`src/rtl/sat_pkg.sv`:
```
// Shared Sat Engine definitions: literal encoding, collector FSM states and default widths.
package sat_pkg;

  localparam logic [1:0] LIT_NONE = 2'b00;
  localparam logic [1:0] LIT_POS  = 2'b01;
  localparam logic [1:0] LIT_NEG  = 2'b10;
  localparam logic [1:0] LIT_BAD  = 2'b11;

  localparam int WIDTH_LVL_DEF   = 16;
  localparam int WIDTH_C_LEN_DEF = 4;

  typedef enum logic [1:0] {
    ST_IDLE = 2'd0,
    ST_SCAN = 2'd1,
    ST_OUT  = 2'd2
  } collect_state_e;

  // A literal belongs in the clause only when it carries a polarity.
  function automatic logic lit_present(input logic [1:0] lit);
    return (lit == LIT_POS) || (lit == LIT_NEG);
  endfunction

endpackage

```
`src/rtl/learnt_clause_collect_lit_lvl_accum.sv`:
```
// Per-cycle accumulator for one {lit, lvl} pair: clause length, current-level count,
// backtrack level (max of lower levels) and the sticky bad-literal flag.
module lit_lvl_accum
  import sat_pkg::*;
#(
  parameter int WIDTH_LVL   = WIDTH_LVL_DEF,
  parameter int WIDTH_C_LEN = WIDTH_C_LEN_DEF
) (
  input  logic                   clk,
  input  logic                   rst,
  input  logic                   clear_i,
  input  logic                   en_i,
  input  logic [1:0]             lit_i,
  input  logic [WIDTH_LVL-1:0]   lvl_i,
  input  logic [WIDTH_LVL-1:0]   cur_lvl_i,
  output logic [WIDTH_C_LEN-1:0] len_o,
  output logic [WIDTH_C_LEN-1:0] cnt_o,
  output logic [WIDTH_LVL-1:0]   bkt_o,
  output logic                   err_o
);

  logic [WIDTH_C_LEN-1:0] len_q;
  logic [WIDTH_C_LEN-1:0] cnt_q;
  logic [WIDTH_LVL-1:0]   bkt_q;
  logic                   err_q;

  // NOTE: sequential state uses non-blocking assignments so every register samples pre-edge values.
  always_ff @(posedge clk or posedge rst) begin
    if (rst) begin
      len_q <= '0;
      cnt_q <= '0;
      bkt_q <= '0;
      err_q <= 1'b0;
    end else if (clear_i) begin
      len_q <= '0;
      cnt_q <= '0;
      bkt_q <= '0;
      err_q <= 1'b0;
    end else if (en_i) begin
      if (lit_present(lit_i)) begin
        len_q <= len_q + 1'b1;
        if (lvl_i == cur_lvl_i) begin
          cnt_q <= cnt_q + 1'b1;
        end else if (lvl_i > bkt_q) begin
          bkt_q <= lvl_i;
        end
      end else if (lit_i == LIT_BAD) begin
        err_q <= 1'b1;
      end
    end
  end

  assign len_o = len_q;
  assign cnt_o = cnt_q;
  assign bkt_o = bkt_q;
  assign err_o = err_q;

endmodule

```
`src/rtl/learnt_clause_collect.sv`:
```
// Snapshots the per-variable learnt_lit/var_lvl array on start, scans one variable per cycle and
// presents the learnt clause with its length, backtrack level and current-level count over valid/ready.
module learnt_clause_collect
  import sat_pkg::*;
#(
  parameter int NUM_VARS    = 8,
  parameter int WIDTH_LVL   = WIDTH_LVL_DEF,
  parameter int WIDTH_C_LEN = WIDTH_C_LEN_DEF
) (
  input  logic                          clk,
  input  logic                          rst,
  input  logic                          start_i,
  input  logic [WIDTH_LVL-1:0]          cur_lvl_i,
  input  logic [2*NUM_VARS-1:0]         learnt_lits_i,
  input  logic [WIDTH_LVL*NUM_VARS-1:0] var_lvls_i,
  output logic                          busy_o,
  output logic                          learnt_valid_o,
  input  logic                          learnt_ready_i,
  output logic [2*NUM_VARS-1:0]         clause_o,
  output logic [WIDTH_C_LEN-1:0]        clause_len_o,
  output logic [WIDTH_LVL-1:0]          bkt_lvl_o,
  output logic [WIDTH_C_LEN-1:0]        cur_lvl_cnt_o,
  output logic                          err_o
);

  localparam int IDX_W = (NUM_VARS > 1) ? $clog2(NUM_VARS) : 1;
  localparam logic [IDX_W-1:0] LAST_IDX = IDX_W'(NUM_VARS - 1);

  collect_state_e              state_q;
  logic [IDX_W-1:0]            idx_q;
  logic [2*NUM_VARS-1:0]       lits_q;
  logic [WIDTH_LVL*NUM_VARS-1:0] lvls_q;
  logic [WIDTH_LVL-1:0]        cur_lvl_q;
  logic [2*NUM_VARS-1:0]       clause_q;
  logic [2*NUM_VARS-1:0]       clause_d;
  logic                        valid_q;
  logic                        busy_q;

  logic [1:0]                  scan_lit;
  logic [WIDTH_LVL-1:0]        scan_lvl;
  logic                        take_start;
  logic                        scan_en;

  assign take_start = (state_q == ST_IDLE) && start_i;
  assign scan_en    = (state_q == ST_SCAN);
  assign scan_lit   = lits_q[{idx_q, 1'b0} +: 2];
  assign scan_lvl   = lvls_q[idx_q*WIDTH_LVL +: WIDTH_LVL];

  // NOTE: every variable written in always_comb gets a default first, so no latch is inferred.
  always_comb begin
    clause_d = clause_q;
    if (lit_present(scan_lit)) begin
      clause_d[{idx_q, 1'b0} +: 2] = scan_lit;
    end
  end

  // NOTE: the snapshot array is reset as well, so the scan never reads undefined data after reset.
  always_ff @(posedge clk or posedge rst) begin
    if (rst) begin
      state_q   <= ST_IDLE;
      idx_q     <= '0;
      lits_q    <= '0;
      lvls_q    <= '0;
      cur_lvl_q <= '0;
      clause_q  <= '0;
      valid_q   <= 1'b0;
      busy_q    <= 1'b0;
    end else begin
      case (state_q)
        ST_IDLE: begin
          if (start_i) begin
            lits_q    <= learnt_lits_i;
            lvls_q    <= var_lvls_i;
            cur_lvl_q <= cur_lvl_i;
            clause_q  <= '0;
            idx_q     <= '0;
            busy_q    <= 1'b1;
            state_q   <= ST_SCAN;
          end
        end
        ST_SCAN: begin
          clause_q <= clause_d;
          idx_q    <= idx_q + 1'b1;
          if (idx_q == LAST_IDX) begin
            valid_q <= 1'b1;
            state_q <= ST_OUT;
          end
        end
        ST_OUT: begin
          // Result stays on the outputs after the handshake until the next start clears it.
          if (learnt_ready_i) begin
            valid_q <= 1'b0;
            busy_q  <= 1'b0;
            state_q <= ST_IDLE;
          end
        end
        default: begin
          valid_q <= 1'b0;
          busy_q  <= 1'b0;
          state_q <= ST_IDLE;
        end
      endcase
    end
  end

  lit_lvl_accum #(
    .WIDTH_LVL  (WIDTH_LVL),
    .WIDTH_C_LEN(WIDTH_C_LEN)
  ) u_accum (
    .clk      (clk),
    .rst      (rst),
    .clear_i  (take_start),
    .en_i     (scan_en),
    .lit_i    (scan_lit),
    .lvl_i    (scan_lvl),
    .cur_lvl_i(cur_lvl_q),
    .len_o    (clause_len_o),
    .cnt_o    (cur_lvl_cnt_o),
    .bkt_o    (bkt_lvl_o),
    .err_o    (err_o)
  );

  assign clause_o       = clause_q;
  assign learnt_valid_o = valid_q;
  assign busy_o         = busy_q;

endmodule

```
`config.mk`:
```
export PLATFORM = sky130hd
export DESIGN_NAME = learnt_clause_collect
export DESIGN_NICKNAME = d
export VERILOG_FILES = /design/src/rtl/sat_pkg.sv /design/src/rtl/learnt_clause_collect_lit_lvl_accum.sv /design/src/rtl/learnt_clause_collect.sv
export SDC_FILE = /design/constraint.sdc
export NUM_CORES = 1
export LEC_CHECK = 0
export CORE_MARGIN = 2
export CORE_UTILIZATION = 40
export CTS_CLUSTER_DIAMETER = 80
export DETAILED_ROUTE_END_ITERATION = 7
export GPL_ROUTABILITY_DRIVEN = 0
export GPL_TIMING_DRIVEN = 0
export PLACE_DENSITY = 0.61
export SYNTH_ARGS = -nofsm -noshare
export SYNTH_HDL_FRONTEND = slang
export SYNTH_SLANG_ARGS = --single-unit
export TNS_END_PERCENT = 50
```
`constraint.sdc`:
```
create_clock -name clk -period 9.1 [get_ports clk]
set_input_delay 1.82 -clock clk [delete_from_list [all_inputs] [get_ports clk]]
set_output_delay 1.82 -clock clk [all_outputs]
set_load 0.01 [all_outputs]
```
## Yosys cells after proc, flatten, opt, wreduce, memory -nomap -nowiden

Cells that the tools add are included.
Widths: inputs -> output; s select.

| cells by class | value |
|---|---|
| add/subtract/negate cells | 4 |
| $lt $le $gt $ge | 1 |
| eq/ne operators | 13 |
| shift-type cells | 4 |
| mux-type cells | 31 |
| bitwise gates (word level) | 2 |
| reductions and logical operators | 19 |

Operators with widths:

| operator | count |
|---|---|
| $shiftx 128x8->16 | 1 |
| $mux 16 | 7 |
| $pmux 16 s2 | 1 |
| $mux 4 | 7 |
| $reduce_and 3->1 | 6 |
| $bwmux 16 | 1 |
| $eq 16x16->1 | 1 |
| $gt 16x16->1 | 1 |
| $shift 2x6->16 const A | 1 |
| $shiftx 16x5->2 | 1 |
| $shiftx 2x6->16 | 1 |
| $reduce_bool 2->1 | 6 |
| $add 4x1->4 const B | 2 |
| $ne 2x2->1 const B | 4 |
| $mux 1 | 7 |
| $eq 2x2->1 const B | 3 |
| $mux 2 | 3 |
| $neg 4->6 | 1 |
| $pmux 1 s3 | 2 |
| $pmux 2 s3 | 1 |
| $pmux 3 s2 | 1 |
| $reduce_and 2->1 | 3 |
| $eq 2x1->1 const B | 2 |
| $ne 2x1->1 const B | 2 |
| 8 further kinds | 9 |

| word-level totals | value |
|---|---|
| bits in registers | 208 |
| input bits | 164 |
| output and inout bits | 43 |
| word-level logic and storage cells | 86 |

## Depth between registers and ports, before layout

| depth | value |
|---|---|
| depth in word-level cells | 7 |
| mapped depth | 16 |
| gate-level depth less buffers | 12 |

## By module

Synthesis repeated with hierarchy kept, for this count alone.

| unflattened totals | value |
|---|---|
| cells, all modules | 1085 |
| area, all modules | 10000.8 um^2 |

Modules (own cells, without submodules):

| module | times used | cells an instance | area each (um^2) | seq. area each (um^2) |
|---|---|---|---|---|
| learnt_clause_collect | 1 | 891 | 8191.6 | 4579.4 |
| lit_lvl_accum | 1 | 194 | 1809.2 | 625.6 |

## Worst setup path after synthesis

OpenSTA, ideal clock, no wires.

| timing | value |
|---|---|
| path kind | reg-to-reg |
| start | register idx_q[0] |
| end | register clause_q[13] (netlist: clause_o[13]) |
| library setup time | 0.067 ns |
| data arrival time | 3.254 ns |
| setup slack | 5.780 ns |
| stages on the path, launching flop included | 13 |
| clock period less this slack | 3.320 ns |
| path through | dfrtp_1 > buf_6 > buf_4 > buf_2 > buf_2 > mux4_2 > mux2i_1 > inv_1 > ha_1 > nand2_1 > clkbuf_1 > nor4_1 > a22o_1 |

| between the ends | value |
|---|---|
| word-level cells in the longest chain between the ends | 5 |
| elaborated cells between the ends (all ways) | 12 |
| those cells by class | add/sub (1); eq/ne (3); shift (3); mux (3); reduce/logical (2) |

RTL lines:

| what | line | text |
|---|---|---|
| start: declaration | learnt_clause_collect.sv:30 | `logic [IDX_W-1:0] idx_q;` |
| start signal: assignment | learnt_clause_collect.sv:83 | `idx_q <= idx_q + 1'b1;` |
| $shiftx 16x5->2 / $neg 4->6 (equally long branches) | learnt_clause_collect.sv:46, learnt_clause_collect.sv:53 |  |
| $shiftx 2x6->16, or another cell as far along | learnt_clause_collect.sv:53 | `clause_d[{idx_q, 1'b0} +: 2] = scan_lit;` |
| $bwmux 16 / $logic_or 1x1->1 (equally long branches) | learnt_clause_collect.sv:53, sat_pkg.sv:20 |  |
| $mux 16 / $ne 2x1->1 (equally long branches) | -- |  |
| $pmux 16 s2 / $reduce_and 3->1 (equally long branches) | -- |  |
| end signal: assignment | learnt_clause_collect.sv:82 | `clause_q <= clause_d;` |
| end: declaration | learnt_clause_collect.sv:34 | `logic [2*NUM_VARS-1:0] clause_q;` |

Several ways; a longest one is shown, not always the timed one. The select of a mux whose other input is x is not followed.
A chain may end at the register's enable or synchronous reset.

## Worst setup path in the final report

Ends and elaborated chain as after synthesis.

==> results.py <==
metrics = {
    "status": {
        "status": "finished, final reports clean",
    },
    "sta": {
        "setup_viol": 0,
        "fin_skew_ns": 0.0100,
        "grt_setup_unrepaired": "no",
        "worstMarginPinSlew_ns": 0.910,
        "slew_viol_final": 0,
        "fin_crit_sh_pct": 47.9,
        "max_freq_ghz": 0.229,
        "fin_crit_ns": 4.36,
        "slew_headroom_pct": 39.3,
        "hold_violations": 0,
    },
    "place": {
        "placed_area_sq_mm": 0.0124,
        "io_buffers": 206,
        "dpl.hpwl_mm": 22.2,
    },
    "routing": {
        "vias_per_cell": 4.91,
        "firstDrtPassIters": 4,
        "drt_iter0_markers": 521,
        "ant_nets": 0,
        "wirelength_mm": 30.1,
        "num_vias": 8140,
        "wl_per_cell_um": 18.1,
        "route.detailed.drc": 0,
    },
    "floorplanning": {
        "coreArea_sq_mm": 0.0243,
        "die_w_um": 162,
        "ios": 207,
        "fp.dieArea_sq_mm": 0.0261,
        "die_h_um": 162,
        "core.rowCount": 57,
        "initial_core_util_pct": 40.8,
    },
    "clock_tree": {
        "clk_pin_slew_worst_paths_ns": 0.06,
        "cts_sinks": 208,
        "clk_latency_ns": 0.51,
        "tritoncts": "yes",
        "cts_resized": 0,
        "clockRootBuffer": "clkbuf_16",
        "cts_buffers": 23,
        "htree_levels": 1,
        "cts_setup_buffers": 0,
        "clockBufferDepth": 3,
        "postCtsHoldBufs": 0,
    },
    "worst_setup_path": {
        "worstSetupEndpointType": "register",
        "required_ns": 9.54,
        "crit_type": "reg2reg",
        "reg2reg_depth": 12,
        "critPathMaxFanout": 10,
        "start_kind": "register",
        "crit_arrival_ns": 4.80,
    },
    "global_routing": {
        "grt_pass1_vias": 8118,
        "top_usage_layer": "met2",
        "use_met1_pct": 33.8,
        "grtUsageTotal_pct": 23.1,
        "antenna_found_initial": 0,
        "grt_use_met2_pct": 35.8,
        "use_met3_pct": 3.18,
        "grt_max_degree": 109,
        "grt_pass1_wl_mm": 46.2,
        "overflow": 0,
    },
    "yosys": {
        "synth_top_area_share_pct": 52.4,
        "syn_inst": 1088,
        "ys_warn_count": 0,
        "netlist_area_sq_mm": 0.00993,
        "syn_avg_cell_area_sq_um": 9.13,
        "ys_ff_latch": 208,
        "yosys.area.top_type": "dfrtp_1",
        "synth_ff_type": "dfrtp_1",
        "yosysUniqueCellTypes": 50,
        "synth_nets": 1277,
        "async_flop_share_pct": 100,
        "synth-edff-count": 0,
        "ys_seq_area_share_pct": 52.4,
        "synth.area.top_cells": "dfrtp_1 52%, nand2_1 21%, mux4_2 4.3%, mux2i_1 4.2%, ha_1 3.2%",
    },
    "cells_and_area": {
        "drive_above_1_share_pct": 6.23,
        "nFillCells": 2212,
        "final_cell_area_sq_mm": 0.0132,
        "areaGrowthSynthToFinish_pct": 32.5,
        "nNetsFinal": 1509,
        "antenna_cells": 0,
        "fin_util_pct": 54.1,
    },
    "power": {
        "leakage_nw": 6.46,
        "power.density_mw_per_mm2": 375,
        "max-vdd-ir-drop_v": 0.000165,
    },
    "min_path": {
        "hold_path_depth": 2,
        "hp-class": "reg2reg",
    },
    "run": {
        "drv_cap": 0,
    },
}
per-stage QoR:
step | std cells | total power [W] | worst slack [ns] | hold slack [ns] | setup TNS, ns
6_report | 1657 | 0.00493 | 4.74 | 0.469 | 0
5_1_grt | 1657 | 0.00530 | 4.42 | 0.485 | 0
4_1_cts | 1657 | 0.00495 | 4.71 | 0.472 | 0
3_5_place_dp | 1619 | 0.00402 | 4.66 | 0.457 | 0
3_3_place_gp | 1618 | 0.00398 | -1.35 | 0.451 | -277.31
2_1_floorplan | 1088 | 0.00318 | 1.60 | 0.437 | 0
worst max-delay path, cell delays in order, from the launching register on:
cell and delay (ns):
dfrtp_1 0.40, buf_6 0.16, buf_4 0.26, buf_2 0.39, buf_2 0.37, mux4_2 0.57, mux2i_1 0.50, inv_1 0.10
ha_1 0.31, nand2_1 0.17, clkbuf_1 0.30, nor4_1 0.53, a22o_1 0.23
cell type report:
cell class / instances / area (sq um) / share of cell area, %
clock inverters: 5 / 50.0 / 0.380
repair buffers: 207 / 2090 / 15.9
plain buffers: 55 / 250 / 1.90
well taps: 324 / 405 / 3.08
multi-input cells: 788 / 4330 / 32.9
flip-flops and latches: 208 / 5200 / 39.6
inverters: 37 / 146 / 1.11
clock buffers: 33 / 673 / 5.12
worst paths after layout:
check | from | endpoint | slack (ns)
worst max-delay path | idx_q[0] | clause_o[13] | 4.74
worst min-delay path | lvls_q[88] | lvls_q[88] | 0.47
worst max register to register | idx_q[0] | clause_o[13] | 4.74
worst min register to register | lvls_q[88] | lvls_q[88] | 0.47
max in group asynchronous | rst | lvls_q[68] | 6.30
min in group asynchronous | rst | u_accum.len_o[3] | 1.82
routing by layer:
metal	vias to the layer above	part of all wire, %	wire length [um]
met5	-	0	0
met4	0	3.0	899
met3	53	5.4	1630
met2	261	45	13400
met1	3848	47	14100
li1	3978	-	-
flip-flops by register name, indices dropped and copies added, names as in the netlist:
name	count
cur_lvl_q	16
u_accum.cnt_o	4
idx_q	3
state_q	2
u_accum.err_o	1
u_accum.len_o	4
busy_o	1
u_accum.bkt_o	16
clause_o	16
learnt_valid_o	1
lits_q	16
lvls_q	128
power by group:
group | internal, W | total, W | switching, W
combinational | 0.00103 | 0.00241 | 0.00138
sequential | 0.00135 | 0.00161 | 0.000261
clock | 0.000537 | 0.000906 | 0.000370
total | 0.00291 | 0.00493 | 0.00201
cells by family after synthesis:
kind of cell,synth area share (%)
xor+xnor,1.68
fa+ha+maj,3.15
buf+inv,3.92
mux,10.4
compound gates,4.49
simple gates,23.9
flops,52.4
synthesized netlist by cell type (2+ instances only):
| library cell | instances |
|---|---|
| buf_4 | 3 |
| a22o_1 | 9 |
| mux2i_1 | 42 |
| inv_1 | 36 |
| mux2_2 | 10 |
| nand3_1 | 5 |
| nor2_1 | 17 |
| buf_2 | 5 |
| buf_1 | 5 |
| dfrtp_1 | 208 |
| xor2_1 | 9 |
| clkbuf_1 | 39 |
| a21o_1 | 2 |
| o21ai_0 | 18 |
| or4_1 | 2 |
| ha_1 | 25 |
| xnor2_1 | 10 |
| o22ai_1 | 4 |
| a21oi_1 | 12 |
| nor4b_1 | 2 |
| nor2b_1 | 5 |
| o31ai_1 | 5 |
| mux2i_2 | 2 |
| mux4_2 | 19 |
| and2_1 | 4 |
| and3_1 | 2 |
| a221oi_1 | 5 |
| nand4_1 | 4 |
| buf_6 | 2 |
| nand2_1 | 547 |
| a22oi_1 | 6 |
| nor4_1 | 6 |
cell usage in the layout (no fill, tap or decap), drive strengths merged, types with 10 or more instances in the layout:
master / count
clkdlybuf4s50: 206
ha: 25
nand2: 547
o21ai: 18
mux4: 20
xnor2: 10
mux2: 10
dfrtp: 208
buf: 17
mux2i: 45
nor2: 17
clkbuf: 72
inv: 37
a21oi: 12
Note: power is estimated with default switching activity, not from simulation.
==> edit, RTL diff (same settings) <==
Set the package constant `WIDTH_LVL_DEF` to 18 (it was 16).
--- a/src/rtl/sat_pkg.sv
+++ b/src/rtl/sat_pkg.sv
@@ -6,7 +6,7 @@
   localparam logic [1:0] LIT_NEG  = 2'b10;
   localparam logic [1:0] LIT_BAD  = 2'b11;
 
-  localparam int WIDTH_LVL_DEF   = 16;
+  localparam int WIDTH_LVL_DEF   = 18;
   localparam int WIDTH_C_LEN_DEF = 4;
 
   typedef enum logic [1:0] {
Ports: changed (resized bkt_lvl_o, cur_lvl_i and var_lvls_i); port bits go from 207 to 227. The function was not compared with the original's and may differ.
==> edit against the unedited design <==
Synthesized area grew 9.4%. Combinational power grew 8.7%. Total power grew 9.0%. Cell area grew 9.6%. Clock skew grew 0.0051 ns. Sequential power grew 8%. Sequential cell count grew 20. Wire length grew 15%. Setup slack lost 0.82 ns. Via count grew 12%. Global-route usage grew 1.4 points. Critical endpoint is now u_accum.bkt_o[6]. Largest cell class unchanged.
==> edit: results <==
routing:
  dr.pass1.iters: 5
  dr.first_iter.drc_count: 684
  drt_wl_total_um: 34700
  via_per_inst: 5.09
hold_path:
  worstHoldPathCells: 2
  hold_start: "lvls_q[18]"
  min_to: "lvls_q[18]"
  hold_class: "reg2reg"
clock_network:
  root_buffer: "clkbuf_16"
  ctsResizeCount: 0
  cts_buffers: 26
  cts_setup_buffers: 0
  path_clk_slew_ns: 0.06
  insertion_delay_ns: 0.53
  cts_htree_levels: 1
  clockBufferDepth: 3
grt:
  grt_max_degree: 123
  grt_pass1_wl_um: 53300
  grt_pass1_vias: 9156
  grt_util_all_layers: 0.246
  grt_antenna_before_repair: 1
setup_path:
  crit_start: "idx_q[2]"
  r2r_slack_ns: 3.92
  crit_arrival_ns: 5.55
  ff2ff_path_depth: 13
  crit_fanout: 10
  crit_path_end: "u_accum.bkt_o[6]"
logic_synthesis:
  synth_area_leaders: "dfrtp_1 (53%), nand2_1 (20%), mux4_2 (5.4%)"
  synth_ff_type: "dfrtp_1"
  synth_mux_area_frac: 0.0966
  synth_top_cells_by_count: "nand2_1 (579), dfrtp_1 (228), clkbuf_1 (44)"
  synth-adder-area-share: 0.0323
  synth_compound_area_frac: 0.0592
  async_flop_share: 1.00
  yosysSeqAreaShare: 0.526
  yosys.area_share.xor_xnor: 0.0105
  syn_nets: 1387
  synth_warnings: 0
  ys_types: 51
place:
  port_buffers: 226
  placed_area_um2: 13600
  dp.final_hpwl_um: 25700
pwr:
  pg_seq_w: 0.00174
  leakagePower_nw: 6.97
  peakVddDrop_v: 0.000175
  power.share.clock: 0.188
  p_int_w: 0.00313
finish:
  largest_register_ffs: 144
  post_route_cells_drive_above_1_share: 0.0724
  largest-register: "lvls_q"
  register_area_um2: 5710
  fillers: 2418
  fin_nets: 1642
sta:
  finClkSkew_ns: 0.0152
  tightest_slew_ns: 0.914
status:
  run_status: "complete, no violations"
[edit: changes by cell type in the layout (fill, tap and decap cells not counted), moves of 6 or more]
cell,unedited run,this run
mux2i_1,42,20
clkinv_2,4,10
xnor2_1,10,2
nand2_1,547,579
mux4_2,19,26
clkdlybuf4s50_1,206,226
o22ai_1,4,19
nand4_1,4,13
dfrtp_1,208,228
[edit: final cells by class]
class                   count  share of cell area
flip-flops and latches    228               0.396
repair buffers            227               0.159
inverters                  40              0.0109
multi-input cells         848               0.327
plain buffers              61              0.0200
clock inverters            11             0.00460
clock buffers              36              0.0533
well taps                 341              0.0296
diodes                      1            0.000174
[edit: per-stage QoR]
stage | cells | hold slack (ns) | power (W) | setup WS [ns]
after floorplan | 1177 | 0.438 | 0.00343 | 1.03
after global placement | 1744 | 0.452 | 0.00431 | -2.14
after detailed placement | 1745 | 0.457 | 0.00435 | 4.08
after CTS | 1792 | 0.472 | 0.00538 | 4.03
after global routing | 1793 | 0.481 | 0.00577 | 3.76
final | 1793 | 0.466 | 0.00537 | 3.92
[edit: routing by layer]
layer / wire (µm) / track usage / share of wire / vias to the layer above
met1: 15700 / 0.359 / 0.45 / 4412
li1: - / - / - / 4371
met2: 16000 / 0.396 / 0.46 / 311
met5: 0 / 0 / 0 / -
met4: 577 / 0.0502 / 0.017 / 0
met3: 2300 / 0.0313 / 0.066 / 38
[edit: critical path, stage by stage (launching register included)]
cell and delay [ns]:
dfrtp_1 0.35, buf_2 0.27, clkbuf_1 0.73, mux4_2 0.42, mux2i_1 0.49, inv_1 0.10, ha_1 0.31, nand4_1 0.15
o21bai_1 0.20, a311oi_1 0.35, o211a_1 0.23, a2bb2oi_1 0.71, clkbuf_1 0.53, o32ai_1 0.19
